**src/rtl/store_buffer.sv**
```systemverilog
// Posted-store FIFO between the CPU data port and a handshaked memory.
// Optional load forwarding from the buffer when STB_FWD_EN is defined.
module store_buffer #(
  parameter int DEPTH = 4,
  parameter int AW    = 32,
  parameter int DW    = 32
) (
  input  logic          clk_i,
  input  logic          rst_n,
  input  logic [AW-1:0] cpu_addr_i,
  input  logic [DW-1:0] cpu_wdata_i,
  input  logic          cpu_memw_i,
  input  logic          cpu_memr_i,
  output logic [DW-1:0] cpu_rdata_o,
  output logic          cpu_stall_o,
  output logic          mem_req_o,
  output logic          mem_we_o,
  output logic [AW-1:0] mem_addr_o,
  output logic [DW-1:0] mem_wdata_o,
  input  logic          mem_gnt_i,
  input  logic          mem_rvalid_i,
  input  logic [DW-1:0] mem_rdata_i
);

  localparam int PW = $clog2(DEPTH);

  typedef enum logic [1:0] {
    IDLE, LREQ, LWAIT, LDONE
  } state_t;

  state_t state_q, state_d;

  logic [PW-1:0] head_q, head_d;
  logic [PW-1:0] tail_q, tail_d;
  logic [PW:0]   cnt_q, cnt_d;
  logic [AW-3:0] addr_q [DEPTH];
  logic [AW-3:0] addr_d [DEPTH];
  logic [DW-1:0] data_q [DEPTH];
  logic [DW-1:0] data_d [DEPTH];
  logic [DW-1:0] ld_q, ld_d;

  logic          full, empty;
  logic          enq, pop;
  logic          hit;
  logic [DW-1:0] fwd_data;
  logic [AW-3:0] cpu_word;
  logic          unused_addr_lsb;

  assign cpu_word        = cpu_addr_i[AW-1:2];
  assign unused_addr_lsb = ^cpu_addr_i[1:0];
  assign full            = (cnt_q == (PW+1)'(DEPTH));
  assign empty           = (cnt_q == '0);

`ifdef STB_FWD_EN
  // Youngest valid entry with a matching word address wins
  always_comb begin
    hit      = 1'b0;
    fwd_data = '0;
    for (int k = 0; k < DEPTH; k++) begin
      if (((PW+1)'(k) < cnt_q) &&
          (addr_q[head_q + PW'(k)] == cpu_word)) begin
        hit      = 1'b1;
        fwd_data = data_q[head_q + PW'(k)];
      end
    end
  end
`else
  assign hit      = 1'b0;
  assign fwd_data = '0;
`endif

  // Next-state, FIFO update and memory/CPU outputs
  always_comb begin
    state_d     = state_q;
    head_d      = head_q;
    tail_d      = tail_q;
    cnt_d       = cnt_q;
    addr_d      = addr_q;
    data_d      = data_q;
    ld_d        = ld_q;
    mem_req_o   = 1'b0;
    mem_we_o    = 1'b0;
    mem_addr_o  = '0;
    mem_wdata_o = '0;
    cpu_stall_o = 1'b0;
    cpu_rdata_o = '0;
    pop         = 1'b0;
    enq         = cpu_memw_i & ~full;

    if (cpu_memw_i && full) cpu_stall_o = 1'b1;

    unique case (state_q)
      IDLE: begin
        if (!empty) begin
          mem_req_o   = 1'b1;
          mem_we_o    = 1'b1;
          mem_addr_o  = {addr_q[head_q], 2'b00};
          mem_wdata_o = data_q[head_q];
          pop         = mem_gnt_i;
        end
        if (cpu_memr_i) begin
          if (hit) begin
            cpu_rdata_o = fwd_data;
          end else begin
            cpu_stall_o = 1'b1;
            if (empty) state_d = LREQ;
          end
        end
      end
      LREQ: begin
        mem_req_o   = 1'b1;
        mem_addr_o  = {cpu_word, 2'b00};
        cpu_stall_o = 1'b1;
        if (mem_gnt_i) state_d = LWAIT;
      end
      LWAIT: begin
        cpu_stall_o = 1'b1;
        if (mem_rvalid_i) begin
          ld_d    = mem_rdata_i;
          state_d = LDONE;
        end
      end
      LDONE: begin
        cpu_rdata_o = ld_q;
        state_d     = IDLE;
      end
      default: state_d = IDLE;
    endcase

    if (enq) begin
      addr_d[tail_q] = cpu_word;
      data_d[tail_q] = cpu_wdata_i;
      tail_d         = tail_q + PW'(1);
    end
    if (pop) head_d = head_q + PW'(1);

    unique case (1'b1)
      enq && !pop: cnt_d = cnt_q + (PW+1)'(1);
      pop && !enq: cnt_d = cnt_q - (PW+1)'(1);
      default:     cnt_d = cnt_q;
    endcase
  end

  // State, pointer and storage registers
  always_ff @(posedge clk_i or negedge rst_n) begin
    if (!rst_n) begin
      state_q <= IDLE;
      head_q  <= '0;
      tail_q  <= '0;
      cnt_q   <= '0;
      ld_q    <= '0;
      for (int i = 0; i < DEPTH; i++) begin
        addr_q[i] <= '0;
        data_q[i] <= '0;
      end
    end else begin
      state_q <= state_d;
      head_q  <= head_d;
      tail_q  <= tail_d;
      cnt_q   <= cnt_d;
      ld_q    <= ld_d;
      addr_q  <= addr_d;
      data_q  <= data_d;
    end
  end

endmodule

```
**config.mk**
```make
export PLATFORM = sky130hd
export DESIGN_NAME = store_buffer
export DESIGN_NICKNAME = d
export VERILOG_FILES = /design/src/rtl/store_buffer.sv
export SDC_FILE = /design/constraint.sdc
export NUM_CORES = 1
export LEC_CHECK = 0
export CAP_MARGIN = 20
export CORE_MARGIN = 2
export CORE_UTILIZATION = 59
export CTS_CLUSTER_DIAMETER = 150
export DETAILED_ROUTE_END_ITERATION = 8
export HOLD_SLACK_MARGIN = 0.15
export PLACE_DENSITY = 0.95
export SYNTH_ARGS = -nofsm -noshare
export SYNTH_HDL_FRONTEND = slang
export SYNTH_SLANG_ARGS = --single-unit
```
**constraint.sdc**
```tcl
create_clock -name clk_i -period 3.55 [get_ports clk_i]
set_input_delay 0.355 -clock clk_i [delete_from_list [all_inputs] [get_ports clk_i]]
set_output_delay 0.355 -clock clk_i [all_outputs]
set_load 0.02 [all_outputs]
```
* Yosys cells after proc, flatten, opt, wreduce, memory -nomap -nowiden
Index checks and enable logic that the tools add are counted.
Widths: inputs -> output; s select.
** Storage, ports and cells
- Memory bits (writable) :: 0
- Output and inout bits :: 99
- Memories :: 0
- Flip-flop bits (word level) :: 289
- Memory bits (read-only) :: 0
- Bits in latches :: 0
- Logic and storage cells :: 75
** Cells by class
- Eq/ne operators :: 8
- Divide/modulo/power cells :: 0
- $add $sub $neg :: 4
- $lt $le $gt $ge :: 3
- Reductions and logical operators :: 12
- $mul :: 0
- Shift-type cells :: 0
- Bitwise operators :: 4
- Mux-type cells :: 31
** Operators by type and width (count)
- $mux 32 :: 7
- $bwmux 128 :: 1
- $bwmux 120 :: 1
- $mux 30 :: 3
- $bmux 32 s2 :: 1
- $demux 32 s2 :: 1
- $pmux 32 s2 :: 1
- $bmux 30 s2 :: 1
- $demux 30 s2 :: 1
- $mux 2 :: 4
- $ne 2x2->1 const B :: 4
- $pmux 2 s4 :: 1
- $ge 3x3->1 const B :: 2
- $mux 1 :: 6
- $not 2->3 :: 2
- $pmux 3 s2 :: 1
- $add 2x1->2 const B :: 2
- $eq 2x2->1 const B :: 2
- $logic_and 1x1->1 :: 4
- $pmux 1 s2 :: 2
- $reduce_and 4->1 :: 1
- $add 3x1->3 const B :: 1
- $eq 3x3->1 const B :: 1
- $logic_not 3->1 :: 1
- other kinds (10) :: 11

* Longest topological paths before layout
Gate-level depths: netlist (run 1).
- Depth in word-level cells :: 6
- Mapped depth :: 10
- Mapped depth without buffers :: 10

* Worst setup path after synthesis (run 1)
Ideal clock, no wire load.
- Kind :: register to register
- Start point :: register state_q[0]
- End point :: register cnt_q[2]
- Path buffers :: 0
- Stages on the path, launching flop included :: 11
- Data required time :: 3.471 ns
- Data arrival time :: 2.047 ns
- Setup slack :: 1.423 ns
- Path through :: dfrtp_1 > inv_1 > ha_1 > o31a_1 > and2_1 > ha_1 > inv_1 > fa_1 > xor2_1 > nor2_1 > xor2_1
** On the way
- Cells in the longest elaborated chain, start to end :: 5
- Elaborated cells on any way between the ends :: 7
** RTL lines
- from (decl) :: line 31 : state_t state_q, state_d;
- from (signal assigned) :: line 157 : state_q <= state_d;
- $logic_not 2->1 (*) :: line 92 : unique case (state_q)
- $mux 1 (*) :: line 92
- net pop :: line 43 : logic enq, pop;
- $logic_not 1->1 :: line 138 : enq && !pop: cnt_d = cnt_q + (PW+1)'(1);
- $logic_and 1x1->1 :: line 138
- $pmux 3 s2 / $reduce_bool 2->1 (equally long branches)
- to (signal assigned) :: line 160 : cnt_q <= cnt_d;
- to (decl) :: line 35 : logic [PW:0] cnt_q, cnt_d;
Mark *: on every way through the listed nets, which the timed path passes. The rest lies on a longest branch.
A chain may end at the register's enable or synchronous reset.

* Worst setup path after layout (run 1)
- Start point :: register state_q[0]
- End point :: output mem_wdata_o[21]
** On the way
- Cells in the longest elaborated chain, start to end :: 2
** RTL lines
- $logic_not 2->1 :: line 92
- $mux 32 :: line 92
- to (decl) :: line 19 : output logic [DW-1:0] mem_wdata_o,
Every way passes these cells.

==> results.yml, run 1 <==
logic_synthesis:
  syn_area_per_cell_um2: 16.1
  synthCells: 832
  ys.warnings.count: 0
  async_reset_ff_share_pct: 100
  synth_seq_cells: 289
  ys_types: 30
  synth_edf_count: 0
  synth_ff_type: "dfrtp_1"
  yosysSeqAreaShare_pct: 54.2
  synthTopCellsByCount: "dfrtp_1, mux2_2, and2_1"
  yosysTopAreaCell: "dfrtp_1"
  synth_most_common_cell: "dfrtp_1"
  syn-cell-area_mm2: 0.0134
  synth_top_area_share_pct: 54.2
  synth.area.top_cells: "dfrtp_1, mux2_2, mux4_2"
clocking:
  h-tree-depth: 1
  cts_tree: "yes"
  clock_latency_ns: 0.54
  postCtsSetupBuffers: 0
  clock_path_buffers: 3
  cts_num_sinks: 289
  clkTransAtPathRegs_ns: 0.06
  cts_buffers: 30
  root_buffer: "clkbuf_16"
worst_setup_path:
  crit_path_start_kind: "register"
  cp.required_ns: 3.19
  slowest_stage: "clkdlybuf4s50_1"
  cp_data_arrival_time_ns: 2.97
  criticalPathCategory: "register to output port"
  path_max_fanout: 29
  max_stage_delay_ns: 0.61
  end_kind: "output port"
  cp_cell_sequence: "inv_1 > ha_1 > o31a_4 > buf_4 > and2_1 > clkdlybuf4s50_1"
timing:
  final-setup-viol-count: 0
  fin_setup_tns_ns: 0
  slew_violations: 0
  finalHoldWorstSlack_ns: 0.424
  relSlewSlack_pct: 38.7
  timing.final.crit_share_pct: 93.6
  fin_crit_ns: 3.32
  clock_skew_ns: 0.0110
  hold_viol_final: 0
  tightest_slew_ns: 0.920
  timing.fmax_mhz: 301
  rsz0062_at_grt: "false"
cells_and_area:
  fin_cells: 1329
  fillCellCount: 1332
  final_area_mm2: 0.0165
  nNetsFinal: 1134
  insertedDiodeCount: 0
  syn_to_final_growth_pct: 23.3
  finalCoreUtilization_pct: 73.4
  drive_gt1_share_pct: 37.9
die:
  core_area_mm2: 0.0224
  die_h_um: 154
  initial_utilization_pct: 59.5
  ios: 201
  rows: 55
  die-width_um: 154
  die_area_mm2: 0.0239
placed_design:
  portBuffers: 196
  dp_cells: 1273
  gp_congestion: 0.759
  dp_hpwl_um: 17900
  place_area_mm2: 0.0154
min_path:
  min_path_type: "input pin to register"
power_and_ir_drop:
  p_leak_uw: 0.00690
  peakVddDrop_v: 0.000531
  pwr_density_cell_mw_per_mm2: 1010
global_routing:
  grt_pass1_vias: 8612
  grt_first_pass_wirelength_um: 46300
  grt-ovfl-total: 0
  antenna_found_initial: 0
  grt_max_degree: 104
  track_usage_pct: 24.4
detailed_routing:
  drt-wirelength-per-cell_um: 21.3
  wirelength_um: 28300
  first_pass_iters: 4
  vias_per_cell: 5.87
  drtIter0Drc: 367
  ant_nets: 0
  num_vias: 7799
  drcViolationCount: 0
status:
  status: "finished clean"
run:
  drv_cap: 0
[per-layer routing]
| metal | part of all wire (%) | GRT usage, % | up-vias |
|---|---|---|---|
| met2 | 51 | 42.6 | 190 |
| met1 | 42 | 32.2 | 4126 |
| met4 | 2.1 | 5.82 | 0 |
| met5 | 0 | 0 | - |
| li1 | - | - | 3438 |
| met3 | 4.7 | 4.23 | 45 |
[registers in the layout (all words and copies together) (netlist names)]
name / flops
addr_q: 120
state_q: 2
head_q: 2
tail_q: 2
cnt_q: 3
ld_q: 32
data_q: 128
[power breakdown]
group          total (uW)  switching, uW  internal, uW
Clock                3140           1250          1890
Sequential           5940            929          5010
Combinational        7590           3210          4370
Total               16700           5390         11300
[through the flow]
stage                     power [uW]  worst slack (ns)
after floorplan                11100              1.42
after global placement         13200             0.653
after detailed placement       13600             0.559
after CTS                      16800             0.219
after global routing           17600            0.0897
final                          16700             0.226
[layout make-up]
type,count,area [um2],area share (%)
clock buffers,50,957,5.81
flip-flops and latches,289,7240,44.0
inverters,9,33.8,0.205
well taps,285,357,2.17
repair buffers,214,2190,13.3
clock inverters,5,52.6,0.319
multi-input cells,477,5630,34.2
[cells in the final DEF, fill, tap and decap left out, types with 9 or more instances in the layout]
cell,count
a22o_1,30
and2_1,65
buf_4,10
clkbuf_16,31
clkbuf_8,11
clkdlybuf4s50_1,195
dfrtp_1,287
ha_1,10
inv_1,9
mux2_1,22
mux2_2,260
mux4_2,62
[cells by family after synthesis]
family | after synthesis | share of synthesized area, %
compound gates | 35 | 2.33
flops | 289 | 54.2
simple gates | 78 | 3.93
mux | 345 | 34.3
other cells | 1 | 0.0281
buf+inv | 67 | 3.78
fa+ha+maj | 11 | 1.09
xor+xnor | 6 | 0.394
[worst max-delay path: cells and delay by family, from the launching register on]
family | cells | cell delay, ns
AND/OR/NAND/NOR | 1 | 0.20
buffers and inverters | 3 | 1.07
flip-flops | 1 | 0.44
adder cells (fa/ha/maj) | 1 | 0.27
AO/OA/AOI/OAI | 1 | 0.44
[timing repair]
item	CTS	global route
gates resized for setup	1	0
hold endpoints to repair	99	0
hold buffers	1	0
setup endpoints to repair	9	0
[final timing paths]
kind	startpoint	endpoint	slack, ns	cells after the start
min reg2reg	data_q[55]$_DFFE_PN0P_	data_q[55]$_DFFE_PN0P_	0.49	1
max reg2reg	state_q[0]$_DFFE_PN0P_	cnt_q[2]$_DFFE_PN0P_	0.91	10
max in group asynchronous	rst_n	addr_q[80]$_DFFE_PN0P_	2.13	3
max	state_q[0]$_DFFE_PN0P_	mem_wdata_o[21]	0.23	6
min	mem_rdata_i[22]	ld_q[22]$_DFFE_PN0P_	0.42	2
min in group asynchronous	rst_n	addr_q[68]$_DFFE_PN0P_	0.46	2
(Power assumes the default switching activity.)
==> run 2: changes to the inputs <==
CORE_MARGIN = 5   (was 2)
GPL_ROUTABILITY_DRIVEN = 0   (was default)
==> run 2 against run 1 <==
- utilization rose by 0.28 points
- clock-buffer cell count shrank 10
- clock power up 7.0%
- via count is 0.32% higher
- non-clock buffer count decreased by 3
- largest power group unchanged
==> results.yml, run 2 (synthesis gave the netlist of run 1 again) <==
status:
  status: "finished clean"
timing:
  final-setup-viol-count: 0
  rsz0062_at_grt: "false"
  timing.final.crit_share_pct: 93.8
  timing.fmax_mhz: 300
  hold_viol_final: 0
  tightest_slew_ns: 1.07
  fin_setup_tns_ns: 0
  slew_violations: 0
  finalHoldWorstSlack_ns: 0.420
  fin_crit_ns: 3.33
  worst_slack_ns: 0.220
  relSlewSlack_pct: 28.9
  clock_skew_ns: 0.00689
worst_setup_path:
  crit_path_start_kind: "register"
  cp.required_ns: 3.19
  path_max_fanout: 34
  criticalPathCategory: "register to output port"
  rrSetupSlack_ns: 0.83
  cp_data_arrival_time_ns: 2.97
  end_kind: "output port"
cells_and_area:
  largest_register_ffs: 128
  drive_gt1_share_pct: 38.3
  insertedDiodeCount: 0
  largest_register: "data_q"
  final_cell_mix: "dfrtp_1, mux2_2, clkdlybuf4s50_1"
  nNetsFinal: 1131
  largestRegisters: "data_q: 128 flops, addr_q: 120 flops, ld_q: 32 flops"
  layout_commonest_cell: "dfrtp_1"
  syn_to_final_growth_pct: 23.7
detailed_routing:
  drt-wirelength-per-cell_um: 22.1
  ant_nets: 0
  num_vias: 7824
  wirelength_um: 29300
  vias_per_cell: 5.90
  drtIter0Drc: 351
  drcViolationCount: 0
  first_pass_iters: 4
clocking:
  cts_buffers: 30
  cts_num_sinks: 289
  cts_tree: "yes"
  h-tree-depth: 1
  root_buffer: "clkbuf_16"
  postCtsSetupBuffers: 0
  clock_latency_ns: 0.54
  clkTransAtPathRegs_ns: 0.06
  clock_path_buffers: 3
power_and_ir_drop:
  p_leak_uw: 0.00693
  peakVddDrop_v: 0.000633
  pwr_density_cell_mw_per_mm2: 1020
global_routing:
  antenna_found_initial: 0
  grt_pass1_vias: 8937
  grt-ovfl-total: 0
  met3_usage_pct: 3.98
  grt_max_degree: 88
  track_usage_pct: 23.1
  grt_first_pass_wirelength_um: 48300
  grt-busiest-layer: "met2"
  grtUsageMet2_pct: 40.9
  use_met1_pct: 29.7
placed_design:
  dp_hpwl_um: 18400
  portBuffers: 196
  pre_cts_ws_ns: 0.579
die:
  core_area_mm2: 0.0224
  die_h_um: 160
  ios: 201
  rows: 55
  die-width_um: 160
  die_area_mm2: 0.0257
  initial_utilization_pct: 59.5
run:
  drv_cap: 0
min_path:
  min_path_type: "input pin to async pin"
run 2: cell types whose count changed in the layout (fill, tap and decap cells not counted), sizes merged:
cell	previous run	this run
clkbuf	50	40
clkinv	3	9
bufinv	1	5
buf	18	15
clkinvlp	1	2
run 2: where the power goes:
group / switching, uW / internal, uW / leakage [uW] / total (uW)
sequential: 991 / 5010 / 0.00342 / 6000
clock: 1280 / 2080 / 0.000535 / 3360
combinational: 3180 / 4390 / 0.00297 / 7570
total: 5450 / 11500 / 0.00693 / 16900
run 2: per-layer routing:
| metal | up-vias | wire length, um |
|---|---|---|
| met5 | - | 0 |
| li1 | 3427 | - |
| met2 | 182 | 15500 |
| met1 | 4159 | 11900 |
| met4 | 0 | 763 |
| met3 | 56 | 1200 |
run 2: worst max-delay path: stages (launching register included):
cell	delay, ns
dfrtp_1	0.43
inv_1	0.13
ha_1	0.32
o31a_4	0.46
buf_12	0.27
a22o_1	0.20
clkdlybuf4s50_1	0.62
run 2: per-stage QoR:
stage / util [%] / total power (uW) / instance area [um2] / instances
final: 73.7 / 16900 / 16500 / 1327
after global routing: 73.7 / 17800 / 16500 / 1327
after CTS: 73.7 / 17100 / 16500 / 1327
after detailed placement: 68.8 / 13600 / 15400 / 1270
after global placement: 68.8 / 13200 / 15400 / 1270
after floorplan: - / 11100 / 13400 / 833
run 2: area by class of cell:
cell class | instances | area [um2]
Sequential cell | 289 | 7240
Fill cell | 1365 | 5910
Multi-Input combinational cell | 477 | 5630
Timing Repair Buffer | 211 | 2180
Clock buffer | 40 | 870
Tap cell | 285 | 357
Clock inverter | 16 | 214
Inverter | 9 | 33.8
run 2: final timing paths:
| kind | start | to | depth (start not counted) |
|---|---|---|---|
| worst max-delay path | state_q[0]$_DFFE_PN0P_ | mem_addr_o[19] | 6 |
| worst min-delay path | rst_n | addr_q[98]$_DFFE_PN0P_ | 2 |
| worst max register to register | state_q[0]$_DFFE_PN0P_ | cnt_q[2]$_DFFE_PN0P_ | 10 |
| worst min register to register | data_q[56]$_DFFE_PN0P_ | data_q[56]$_DFFE_PN0P_ | 1 |
| max in group asynchronous | rst_n | data_q[21]$_DFFE_PN0P_ | 3 |
| min in group clk_i | mem_rdata_i[17] | ld_q[17]$_DFFE_PN0P_ | 2 |
run 2: timing repair:
action | 4_1_cts | 5_1_grt
hold buffers | 1 | 0
endpoints found under the setup margin | 21 | 0
gates resized for setup | 1 | 0
endpoints found under the hold margin | 84 | 0
